--- src/rtl/multicycle_fsm.sv ---
// Control FSM for a multicycle RISC-V style datapath with a unified memory.
// State is registered; control outputs are decoded from state plus op/funct/zero/mem_ready.
module multicycle_fsm #(
  parameter bit HALT_ON_ILLEGAL = 1'b1
) (
  input  logic       clk,
  input  logic       reset,
  input  logic [6:0] op,
  input  logic [2:0] funct3,
  input  logic       funct7b5,
  input  logic       zero,
  input  logic       mem_ready,
  output logic       pc_write,
  output logic       adr_src,
  output logic       mem_write,
  output logic       ir_write,
  output logic       reg_write,
  output logic [1:0] result_src,
  output logic [1:0] alu_src_a,
  output logic [1:0] alu_src_b,
  output logic [1:0] imm_src,
  output logic [2:0] alu_control,
  output logic [3:0] state,
  output logic       halted,
  output logic       instret
);

  typedef enum logic [3:0] {
    FETCH    = 4'd0,
    DECODE   = 4'd1,
    MEMADR   = 4'd2,
    MEMREAD  = 4'd3,
    MEMWB    = 4'd4,
    MEMWRITE = 4'd5,
    EXECR    = 4'd6,
    EXECI    = 4'd7,
    ALUWB    = 4'd8,
    BEQ      = 4'd9,
    JAL      = 4'd10,
    HALT     = 4'd11
  } state_t;

  localparam logic [2:0] ALU_ADD = 3'b010;
  localparam logic [2:0] ALU_SUB = 3'b110;
  localparam logic [2:0] ALU_AND = 3'b000;
  localparam logic [2:0] ALU_OR  = 3'b001;
  localparam logic [2:0] ALU_SLT = 3'b111;

  state_t st;
  state_t nxt;
  state_t illegal_nxt;
  logic       funct_ok;
  logic [2:0] funct_alu;

  assign illegal_nxt = HALT_ON_ILLEGAL ? HALT : FETCH;

  // Subtract only for R-type (op[5]=1) with funct7b5; I-type 000 is always addi.
  always_comb begin
    funct_ok  = 1'b1;
    funct_alu = ALU_ADD;
    case (funct3)
      3'b000:  funct_alu = (funct7b5 && op[5]) ? ALU_SUB : ALU_ADD;
      3'b010:  funct_alu = ALU_SLT;
      3'b110:  funct_alu = ALU_OR;
      3'b111:  funct_alu = ALU_AND;
      default: funct_ok  = 1'b0;
    endcase
  end

  always_comb begin
    nxt = st;
    case (st)
      FETCH:    nxt = mem_ready ? DECODE : FETCH;
      DECODE: begin
        case (op)
          7'b0000011, 7'b0100011: nxt = MEMADR;
          7'b0110011:             nxt = EXECR;
          7'b0010011:             nxt = EXECI;
          7'b1100011:             nxt = BEQ;
          7'b1101111:             nxt = JAL;
          default:                nxt = illegal_nxt;
        endcase
      end
      MEMADR:   nxt = op[5] ? MEMWRITE : MEMREAD;
      MEMREAD:  nxt = mem_ready ? MEMWB : MEMREAD;
      MEMWB:    nxt = FETCH;
      MEMWRITE: nxt = mem_ready ? FETCH : MEMWRITE;
      EXECR,
      EXECI:    nxt = funct_ok ? ALUWB : illegal_nxt;
      ALUWB:    nxt = FETCH;
      BEQ:      nxt = FETCH;
      JAL:      nxt = ALUWB;
      HALT:     nxt = HALT;
      default:  nxt = FETCH;
    endcase
  end

  always_ff @(posedge clk or negedge reset) begin
    if (!reset) st <= FETCH;
    else        st <= nxt;
  end

  always_comb begin
    case (op)
      7'b0100011: imm_src = 2'b01;
      7'b1100011: imm_src = 2'b10;
      7'b1101111: imm_src = 2'b11;
      default:    imm_src = 2'b00;
    endcase
  end

  always_comb begin
    pc_write    = 1'b0;
    adr_src     = 1'b0;
    mem_write   = 1'b0;
    ir_write    = 1'b0;
    reg_write   = 1'b0;
    result_src  = 2'b00;
    alu_src_a   = 2'b00;
    alu_src_b   = 2'b00;
    alu_control = ALU_ADD;
    instret     = 1'b0;
    case (st)
      FETCH: begin
        alu_src_b  = 2'b10;
        result_src = 2'b10;
        ir_write   = mem_ready;
        pc_write   = mem_ready;
      end
      DECODE: begin
        alu_src_a = 2'b01;
        alu_src_b = 2'b01;
      end
      MEMADR: begin
        alu_src_a = 2'b10;
        alu_src_b = 2'b01;
      end
      MEMREAD:  adr_src = 1'b1;
      MEMWB: begin
        result_src = 2'b01;
        reg_write  = 1'b1;
        instret    = 1'b1;
      end
      MEMWRITE: begin
        adr_src   = 1'b1;
        mem_write = 1'b1;
        instret   = mem_ready;
      end
      EXECR: begin
        alu_src_a   = 2'b10;
        alu_control = funct_alu;
      end
      EXECI: begin
        alu_src_a   = 2'b10;
        alu_src_b   = 2'b01;
        alu_control = funct_alu;
      end
      ALUWB: begin
        reg_write = 1'b1;
        instret   = 1'b1;
      end
      BEQ: begin
        alu_src_a   = 2'b10;
        alu_control = ALU_SUB;
        pc_write    = zero;
        instret     = 1'b1;
      end
      JAL: begin
        alu_src_a = 2'b01;
        alu_src_b = 2'b10;
        pc_write  = 1'b1;
      end
      default: ;
    endcase
    // The async reset must also silence enables, since FETCH itself raises them on mem_ready.
    if (!reset) begin
      pc_write  = 1'b0;
      ir_write  = 1'b0;
      reg_write = 1'b0;
      mem_write = 1'b0;
      instret   = 1'b0;
    end
  end

  assign state  = st;
  assign halted = (st == HALT);

endmodule
--- config.mk ---
export PLATFORM = sky130hd
export DESIGN_NAME = multicycle_fsm
export DESIGN_NICKNAME = d
export VERILOG_FILES = /design/src/rtl/multicycle_fsm.sv
export SDC_FILE = /design/constraint.sdc
export NUM_CORES = 1
export LEC_CHECK = 0
export BUFFER_PORTS_ARGS = -buffer_cell sky130_fd_sc_hd__buf_2
export CORE_ASPECT_RATIO = 0.75
export CORE_MARGIN = 4
export CORE_UTILIZATION = 30
export CTS_CLUSTER_SIZE = 25
export DETAILED_ROUTE_END_ITERATION = 10
export SLEW_MARGIN = 0
export SYNTH_ARGS = -nofsm -noshare
export SYNTH_HDL_FRONTEND = slang
export SYNTH_SLANG_ARGS = --single-unit
export TNS_END_PERCENT = 30
--- constraint.sdc ---
create_clock -name clk -period 1.4 [get_ports clk]
set_input_delay 0.07 -clock clk [delete_from_list [all_inputs] [get_ports clk]]
set_output_delay 0.07 -clock clk [all_outputs]
set_load 0.005 [all_outputs]
* Word-level counts from Yosys, hierarchy flattened
Index checks and enable logic that the tools add are counted.
** Storage, ports and cells
- Register bits after elaboration :: 4
- Bits of input ports :: 15
- Output and inout port bits :: 22
- Logic and storage cells :: 60
** Cells by class
- Eq/ne operators :: 20
- Muxes and demuxes :: 26
- Reductions and logical operators :: 13
** Operators with widths (number)
- $pmux 4 s8 :: 1
- $pmux 4 s5 :: 1
- $eq 4x3->1 const B :: 4
- $eq 4x4->1 const B :: 4
- $eq 7x6->1 const B :: 2
- $eq 7x7->1 const B :: 2
- $mux 3 :: 4
- $pmux 2 s2 :: 3
- $pmux 3 s4 :: 1
- $reduce_or 2->1 :: 6
- $mux 1 :: 11
- $eq 4x2->1 const B :: 2
- $reduce_or 4->1 :: 2
- $eq 7x2->1 const B :: 1
- $eq 7x5->1 const B :: 1
- $eq 3x3->1 const B :: 2
- $pmux 2 s3 :: 1
- $pmux 3 s2 :: 1
- $reduce_or 3->1 :: 2
- $eq 4x1->1 const B :: 1
- $logic_not 4->1 :: 1
- $eq 3x2->1 const B :: 1
- $logic_not 3->1 :: 1
- $pmux 1 s3 :: 1
- 3 further kinds :: 3

* Longest topological paths before layout
- Depth after elaboration :: 5
- Mapped depth :: 5
- Depth with buffers taken out :: 4

* Worst setup path before layout
OpenSTA, ideal clock, no wires.
- Path kind :: reg2out
- From :: register st[3], in the netlist state[3]
- To :: output alu_control[2]
- Data arrival time :: 1283 ps
- Data required time :: 1330 ps
- Path slack :: 47 ps
- Stages on the path, launching flop included :: 5
- Path buffers :: 0
- Cells stage by stage :: dfrtp_1 and2b_4 nand2_2 or4_1 o21ai_1
** Between the ends
- Longest elaborated chain between the ends :: 3
- Elaborated cells on any way between the ends :: 5
- Those cells by class :: eq/ne: 3; mux: 1; reduce/logical: 1
** Ends and longest elaborated chain
- start, declared :: line 49 : state_t st;
- start signal, assigned :: line 100 : else st <= nxt;
- $eq 4x3->1 :: line 123 : case (st)
- $reduce_or 2->1 (no source line)
- $pmux 3 s2 * :: line 123
- end, declared :: line 22 : output logic [2:0] alu_control,
Every way passes the cells marked *; elsewhere a longest branch is shown, timed or not.

* Worst setup path in the final report
Ends and elaborated chain as after synthesis.

==> summary.md <==
## Run status
* complete, but fails checks — outcome
* setup timing — violated checks

## Critical path
* flip-flop to primary output — classification of the worst setup path
* flip-flop — type of origin of the critical path
* primary output — kind of capture point of the worst setup path
* 2 — largest driver fanout on the critical path
* 1.33 ns — data required time at the worst endpoint
* 1.60 ns — data arrival at the endpoint of the critical path

## Timing
* 0.313 ns — slew at the pin closest to its max-slew limit
* 10 — final count of negative-setup-slack endpoints
* -0.273 ns — minimum setup slack in the final design
* 1.19 — final critical-path share of the clock period
* 0 — max-slew violation count
* 0 — endpoints failing hold
* 598 MHz — Max Clk Rate
* 0.00422 ns — Post-Route Skew
* 0.125 ns — tightest hold margin
* true — setup repair after global routing missed its margin
* -0.981 ns — Fin Setup TNS
* 1.67 ns — Final min period
* 0.790 — normalized max-slew margin

## Routing
* 2.23 mm — wire length after detailed routing
* 0 — drt drc
* 5.26 — average vias per placed instance
* 0 — number of nets with antenna violations after detailed routing
* 4 — total iterations of the first detailed-routing run
* 28 — Initial DRC Count
* 13.6 microns — per-cell routed wire length
* 862 — vias after detailed routing

## GRT
* 13 — pin count of the biggest net entering global routing
* 0 — number of antenna violations at the first check in global routing
* 0 — GR Overflow Total
* 757 — via count of the first global-routing pass
* 0.154 — GRT Overall Usage
* 3.27 mm — wire length of the first global-routing pass

## Place
* 154 — placed cell count
* 0.851 — weighted congestion reported at the end of routability-driven placement
* 1.70 mm — detailed placement HPWL
* 870 sq um — placed standard-cell area
* 36 — Buffers on Ports
* 0.00907 ns — worst slack at placement

## Logic synthesis
* sky130_fd_sc_hd__nor2_1 — dominant cell by count in the synthesized netlist
* 0.167 — Yosys top cell area share
* 599 sq um — post-synthesis cell area
* 6.73 sq um — post-synthesis area per instance
* sky130_fd_sc_hd__dfrtp_1 — Most used DFF post-synth
* 89 — number of instances in the synthesized netlist
* 0.167 — fraction of the yosys area taken by sequential cells
* 37 — number of different library cells in the post-synthesis netlist
* 0 — yosys synthesis warning count
* 4 — synthesis-stage register bit count
* 104 — Post-Syn Nets
* sky130_fd_sc_hd__dfrtp_1 (17%), sky130_fd_sc_hd__nand2b_1 (8.4%), sky130_fd_sc_hd__a21oi_1 (7.5%), sky130_fd_sc_hd__nor2_1 (7.5%), sky130_fd_sc_hd__nor3_1 (5.8%) — cell types with the largest area share after synthesis
* sky130_fd_sc_hd__dfrtp_1 — cell type with the largest total area after synthesis
* 1.00 — Async SR Flop Fraction
* sky130_fd_sc_hd__nor2_1 (12), sky130_fd_sc_hd__a21oi_1 (9), sky130_fd_sc_hd__nand2b_1 (8) — leading cell types by count after synthesis
* 0 — Post-synth EDFFs

## Finish
* 103 sq um — Sequential cell area
* 164 — non-filler instance count after layout
* 4 — number of flip-flops in the largest register
* 159 — Total Nets Final
* 0 — antenna diode instance count
* 0.528 — fraction of layout instances using a drive strength above 1
* 1020 sq um — finished layout cell area
* 198 — fill cell count
* 520 sq um — multi-input gate area in the final layout
* 71.0% — post-synthesis to final-layout area growth

## Pwr
* 1980 nW/um^2 — power density of the placed cells
* 1170 uV — Worst IR Drop VDD
* 0.504 nW — Static Leak

## Clock network
* 2 — Clock Path Buffers
* sky130_fd_sc_hd__clkbuf_4 — clock root buffer
* 0.23 ns — Clock Latency Late Sink
* 1 — Max H-tree Level
* 3 — clock buffer count from CTS
* built — CTS tree
* 0.04 ns — clock transition at the registers of the reported paths
* 4 — CTS Sinks

## Job
* 0 — reported max-cap violation count

## Floorplan
* 1810 sq um — area of the core
* 46.7 microns — vertical die dimension
* 59.6 microns — floorplan die width
* 0.332 — effective utilization at floorplan
* 13 — row cnt
* 37 — number of top-level pins
* 2780 sq um — Die Footprint

## Hold path
* primary input to flip-flop — worst hold path type

[layout by cell type, fill, tap and decap left out, drive strengths merged, types with 2 or more instances in the layout]
| cell type | instances |
|---|---|
| nor3b | 3 |
| inv | 2 |
| o221ai | 2 |
| nand3 | 2 |
| clkbuf | 3 |
| buf | 55 |
| dfrtp | 4 |
| nand2 | 6 |
| nor3 | 7 |
| nand2b | 8 |
| o21ai | 4 |
| nor2 | 12 |
| a21oi | 9 |
| o22ai | 2 |
| xor2 | 3 |
[layout make-up]
class                   count  area share
multi-input cells          77       0.508
repair buffers             56       0.336
inverters                   2     0.00733
well taps                  22      0.0269
flip-flops and latches      4       0.100
clock buffers               3      0.0220
[metrics by stage]
stage                     power (mW)  utilization
after floorplan                 1.04            -
after global placement          1.60        0.482
after detailed placement        1.61        0.482
after CTS                       1.81        0.513
after global routing            2.21        0.568
final                           2.02        0.568
[cells by family (layout without fill, tap and decap cells)]
family,Yosys count,after routing,share of synthesized area
AND/OR/NAND/NOR,48,48,0.436
AO/OA/AOI/OAI,24,24,0.251
buffers and inverters,8,61,0.0710
XOR/XNOR,4,4,0.0585
flip-flops,4,4,0.167
multiplexers,1,1,0.0167
[what timing repair did]
item | 4_1_cts | 5_1_grt
hold endpoints to repair | 4 | 0
pin swaps | 1 | 4
setup buffers | 0 | 6
hold buffers | 1 | 0
setup endpoints to repair | 9 | 15
gates resized for setup | 7 | 12
[worst paths after layout]
path | startpoint | to | slack [ns] | cells past startpoint
hold / removal | op[4] | state[2] | 0.13 | 3
setup / recovery | state[3] | alu_control[2] | -0.27 | 5
min in group asynchronous | reset | state[1] | 0.20 | 2
setup reg to reg | state[3] | state[0] | 0.01 | 6
hold reg to reg | state[1] | state[3] | 0.71 | 3
max in group asynchronous | reset | state[0] | 1.02 | 2
[layer usage]
| layer | part of all wire | vias up | track usage |
|---|---|---|---|
| li1 | - | 433 | - |
| met2 | 0.50 | 27 | 0.279 |
| met3 | 0.057 | 2 | 0.0140 |
| met1 | 0.44 | 400 | 0.186 |
| met5 | 0 | - | 0 |
| met4 | 0.0045 | 0 | 0.0752 |
[worst max-delay path: stages (launching register included)]
cell and delay (ns):
sky130_fd_sc_hd__dfrtp_1 0.37, sky130_fd_sc_hd__and2b_4 0.25, sky130_fd_sc_hd__nand2_2 0.06, sky130_fd_sc_hd__or4_4 0.51
sky130_fd_sc_hd__o21ai_2 0.06, sky130_fd_sc_hd__buf_2 0.12
[report_power, final]
| group | switching [mW] | leakage (nW) | internal, mW |
|---|---|---|---|
| Combinational | 0.781 | 0.442 | 0.842 |
| Sequential | 0.0813 | 0.0481 | 0.177 |
| Clock | 0.0475 | 0.0138 | 0.0959 |
| Total | 0.909 | 0.504 | 1.12 |
No activity file was read; power rests on OpenSTA's default activity.
